===== src/rtl/modn_counter_fsm.sv =====
// ---------------------------------------------------------------------------
// modn_counter_fsm
//   Modulo-N counter with a small run-control state machine (IDLE/RUN/DONE).
//   Used as a cyclic or one-shot index / timebase for datapath blocks.
//
//   Parameters
//     MODULUS  count range 0..MODULUS-1 (>= 2)
//     WIDTH    width of count/load_val, 2**WIDTH >= MODULUS
//
//   Ports
//     clk       rising-edge clock
//     rst       asynchronous active-high reset
//     clr       synchronous clear (count=0, state=IDLE)
//     start     start/restart a run, latches dir and one_shot
//     stop      RUN -> IDLE, count held
//     en        count enable, effective only in RUN
//     dir       0 = up, 1 = down (sampled at start)
//     one_shot  1 = stop at terminal, 0 = wrap (sampled at start)
//     load      parallel load of count (value clamped to MODULUS-1)
//     load_val  load value
//     count     registered count
//     tc        combinational terminal-count flag (RUN & en & at terminal)
//     wrap      registered one-cycle pulse after a wrap update
//     done      registered, high while in DONE
//     busy      registered, high while in RUN
// ---------------------------------------------------------------------------
module modn_counter_fsm #(
  parameter int MODULUS = 3,
  parameter int WIDTH   = 2
) (
  input  logic             clk,
  input  logic             rst,
  input  logic             clr,
  input  logic             start,
  input  logic             stop,
  input  logic             en,
  input  logic             dir,
  input  logic             one_shot,
  input  logic             load,
  input  logic [WIDTH-1:0] load_val,
  output logic [WIDTH-1:0] count,
  output logic             tc,
  output logic             wrap,
  output logic             done,
  output logic             busy
);

  if (MODULUS < 2) begin : g_bad_modulus
    $error("modn_counter_fsm: MODULUS must be 2 or above");
  end

  if ((64'd1 << WIDTH) < 64'(MODULUS)) begin : g_bad_width
    $error("modn_counter_fsm: WIDTH too small, need 2**WIDTH >= MODULUS");
  end

  localparam logic [WIDTH-1:0] CNT_MAX = WIDTH'(MODULUS - 1);

  typedef enum logic [1:0] {
    S_IDLE = 2'd0,
    S_RUN  = 2'd1,
    S_DONE = 2'd2
  } state_t;

  state_t           state;
  state_t           state_n;
  logic [WIDTH-1:0] count_n;
  logic             dir_q;
  logic             dir_n;
  logic             os_q;
  logic             os_n;
  logic             wrap_n;
  logic [WIDTH-1:0] terminal;
  logic [WIDTH-1:0] origin;
  logic             at_term;

  // Saturate an out-of-range load value to the top of the count range.
  function automatic logic [WIDTH-1:0] clamp_load(input logic [WIDTH-1:0] v);
    return (v > CNT_MAX) ? CNT_MAX : v;
  endfunction

  // Terminal/origin follow the direction latched at the last start.
  assign terminal = dir_q ? '0 : CNT_MAX;
  assign origin   = dir_q ? CNT_MAX : '0;
  assign at_term  = (count == terminal);
  assign tc       = (state == S_RUN) & en & at_term;

  // Next-state decode; priority clr > load > start > stop > count step.
  always_comb begin
    state_n = state;
    count_n = count;
    dir_n   = dir_q;
    os_n    = os_q;
    wrap_n  = 1'b0;
    if (clr) begin
      count_n = '0;
      state_n = S_IDLE;
    end else if (load) begin
      count_n = clamp_load(load_val);
      // RUN keeps running (without stepping); DONE and any stray
      // encoding fall back to IDLE.
      if (state != S_RUN) state_n = S_IDLE;
    end else if (start) begin
      dir_n   = dir;
      os_n    = one_shot;
      count_n = dir ? CNT_MAX : '0;
      state_n = S_RUN;
    end else begin
      case (state)
        S_RUN: begin
          if (stop) begin
            state_n = S_IDLE;
          end else if (en) begin
            if (at_term) begin
              if (os_q) begin
                state_n = S_DONE;
              end else begin
                count_n = origin;
                wrap_n  = 1'b1;
              end
            end else begin
              count_n = dir_q ? (count - WIDTH'(1)) : (count + WIDTH'(1));
            end
          end
        end
        S_IDLE, S_DONE: begin
        end
        default: state_n = S_IDLE;
      endcase
    end
  end

  // State register; busy/done are decoded from the next state so they
  // rise in the same cycle the state is entered.
  always_ff @(posedge clk or posedge rst) begin
    if (rst) begin
      state <= S_IDLE;
      count <= '0;
      dir_q <= 1'b0;
      os_q  <= 1'b0;
      wrap  <= 1'b0;
      done  <= 1'b0;
      busy  <= 1'b0;
    end else begin
      state <= state_n;
      count <= count_n;
      dir_q <= dir_n;
      os_q  <= os_n;
      wrap  <= wrap_n;
      busy  <= (state_n == S_RUN);
      done  <= (state_n == S_DONE);
    end
  end

endmodule


===== config.mk =====
export PLATFORM = sky130hd
export DESIGN_NAME = modn_counter_fsm
export DESIGN_NICKNAME = d
export VERILOG_FILES = /design/src/rtl/modn_counter_fsm.sv
export SDC_FILE = /design/constraint.sdc
export NUM_CORES = 1
export LEC_CHECK = 0
export CAP_MARGIN = 10
export CORE_MARGIN = 2
export CORE_UTILIZATION = 38
export CTS_CLUSTER_SIZE = 8
export DETAILED_ROUTE_END_ITERATION = 6
export PLACE_DENSITY = 0.73
export REMOVE_ABC_BUFFERS = 1
export SETUP_SLACK_MARGIN = 0.02
export SLEW_MARGIN = 40
export SYNTH_ARGS = -nofsm -noshare
export SYNTH_HDL_FRONTEND = slang
export SYNTH_SLANG_ARGS = --single-unit

===== constraint.sdc =====
create_clock -name clk -period 1.5 [get_ports clk]
set_clock_uncertainty 0.2 [all_clocks]
set_input_delay 0.45 -clock clk [delete_from_list [all_inputs] [get_ports clk]]
set_output_delay 0.45 -clock clk [all_outputs]
set_load 0.01 [all_outputs]

==> flow_summary.ini, run 1 <==
[grt]
antenna_found_initial = 0
grt.overflow.total = 0
grtUsageTotal = 0.181
grt_pass1_vias = 427
grt_max_degree = 10
grt_first_pass_wirelength_um = 1890

[die]
initial_utilization = 0.395
num_io_pins = 17
coreArea_mm2 = 0.00127
die_w_um = 40.3
fp.dieH_um = 40.3
fp.dieArea_mm2 = 0.00163
num_rows = 13

[timing]
worst_pin_slew_ns = 0.348
hold_viol_final = 0
fin_crit_sh = 1.33
drv_slew = 0
rsz0062_at_grt = true
slew_headroom = 0.768
setup_violations = 8
fin_crit_ns = 1.99
layout_setup_ws_ns = -0.489
fmax_ghz = 0.503

[critical_path]
cp-start-kind = flop
cpMaxStageDelayCell = dfrtp_1
cp_max_fo = 2
max_stage_delay_ns = 0.41
path_cells = xor2_2 > ha_2 > nand2_1 > nor2_1 > buf_2
cp.arrival_ns = 1.34
cp-end-kind = output port
setup.worst_path.class = reg2out
crit_required_ns = 0.85
cpLargestDelayFamily = flip-flops
cp.buffers_inverters = 1

[logic_synthesis]
synth_area_leaders = dfrtp_1 (45%), a211oi_1 (6.0%), ha_1 (5.0%), nand2b_1 (5.0%), mux2_2 (4.5%)
synth_seq_cells = 9
synth-edff-count = 0
synth_top_area_frac = 0.449
synth_seq_area_share = 0.449
async_flop_share = 1.00
ys_warn_count = 0
syn_avg_cell_area_um2 = 10.2
syn_area_um2 = 502
synth.distinct_cells = 24
yosysTopAreaCell = dfrtp_1
ys.flop_type = dfrtp_1
syn_inst = 49

[power_and_ir_drop]
clockPowerShare = 0.243
power_density_mw_per_mm2 = 841
cellLeakagePower_nw = 0.415
switching_share = 0.319
finalPower_uw = 785
pwr-share-seq = 0.365
cell_internal_pwr_uw = 535
p_sw_uw = 250
vdd_drop_max_v = 0.000399
p_comb_frac = 0.392

[worst_hold_path]
hp-class = in2async

[drt]
wl_um = 1420
drt_iter0_markers = 5
drc = 0
dr.pass1.iters = 4
vias = 514
ant_nets = 0
wire_per_inst_um = 14.2
viasPerCell = 5.14

[clock_network]
insertion_delay_ns = 0.26
cts_tree = yes
cts_buffer_depth = 2
cts_buffers = 3
clockRootBuffer = clkbuf_4
clk_pin_slew_worst_paths_ns = 0.06
cts_max_level = 1
clock-sinks = 9

[final_layout]
layout_commonest_cell = buf_4
drive_gt1_frac = 0.565
fillCellCount = 104
final_nets = 99
num_antenna_cells = 0
syn_to_final_growth_pct = 86.0
final_cell_mix = buf_4 (15), dfrtp_1 (9), clkdlybuf4s50_1 (7), inv_1 (5), buf_2 (5)

[run]
cap_viol_max_count = 0

[place]
gp_congestion = 0.817
dp_hpwl_um = 942
dp_slack_ns = -0.766
port-buffer-count = 16

[run_status]
failed_checks = negative setup slack
outcome = finished, violations left
power groups by stage:
stage               combinational [mW]  sequential [mW]  clock (mW)
floorplan                       0.0927            0.283           0
global placement                 0.207            0.280           0
detailed placement               0.211            0.281           0
CTS                              0.229            0.278       0.195
global route                     0.330            0.289       0.214
finish                           0.308            0.286       0.191
state kept, by name (all words and copies together), names as in the netlist:
name / cells
done: 1
busy: 1
os_q: 1
wrap: 1
state: 2
count: 2
dir_q: 1
cells in the mapped netlist (all sizes together) (2+ instances only):
master	count
inv	5
nand2b	4
nor3b	3
or3	2
mux2	2
a21oi	2
dfrtp	9
nand3	2
nand2	2
ha	2
a211oi	4
metrics by stage:
step / cell area (um2) / TNS [ns] / utilization / hold slack [ns] / cells
after floorplan: 497 / -0.793 / - / 0.0779 / 48
after global placement: 788 / -5.11 / 0.621 / 0.305 / 94
after detailed placement: 788 / -5.17 / 0.621 / 0.315 / 94
after CTS: 837 / -1.40 / 0.660 / 0.275 / 99
after global routing: 933 / -2.45 / 0.736 / 0.280 / 100
final: 933 / -1.81 / 0.736 / 0.261 / 100
kinds of logic after synthesis:
kind of cell | count (synthesis) | share of synthesized area
AO/OA/AOI/OAI | 11 | 0.162
XOR/XNOR | 1 | 0.0175
adder cells (fa/ha/maj) | 2 | 0.0499
buffers and inverters | 6 | 0.0474
flip-flops | 9 | 0.449
multiplexers | 2 | 0.0449
AND/OR/NAND/NOR | 18 | 0.229
layer usage:
metal | track usage | wire (um) | vias to the layer above
met1 | 0.217 | 563 | 246
met3 | 0.0333 | 55 | 0
met5 | 0 | 0 | -
met2 | 0.325 | 799 | 16
li1 | - | - | 252
met4 | 0.0500 | 0 | 0
final cells by class:
cell class | count | area, um2 | area share
multi-input cells | 34 | 375 | 0.402
repair buffers | 33 | 269 | 0.288
flip-flops and latches | 9 | 225 | 0.241
clock buffers | 4 | 26.3 | 0.0282
inverters | 5 | 18.8 | 0.0201
well taps | 15 | 18.8 | 0.0201
path summary, 6_finish.rpt:
check | from | endpoint | slack (ns) | cells past startpoint
setup / recovery | dir_q | tc | -0.49 | 5
hold / removal | rst | state[1] | 0.26 | 2
setup reg to reg | dir_q | state[0] | -0.29 | 7
hold reg to reg | os_q | wrap | 0.43 | 1
max in group asynchronous | rst | dir_q | 0.59 | 2
min in group clk | os_q | wrap | 0.43 | 1
what timing repair did:
item / CTS / global route
pin swaps: 4 / 9
endpoints found under the hold margin: 0 / 0
endpoints found under the setup margin: 15 / 9
hold buffers: 0 / 0
setup buffers: 1 / 1
resized for setup: 38 / 15
Note: power is estimated with default switching activity, not from simulation.
==> run 2, diff against run 1 <==
- GPL_ROUTABILITY_DRIVEN: not set -> 0
- SLEW_MARGIN: 40 -> 20
==> results of run 2 <==
The final DEF is identical to that of run 1; final timing and power are the same.
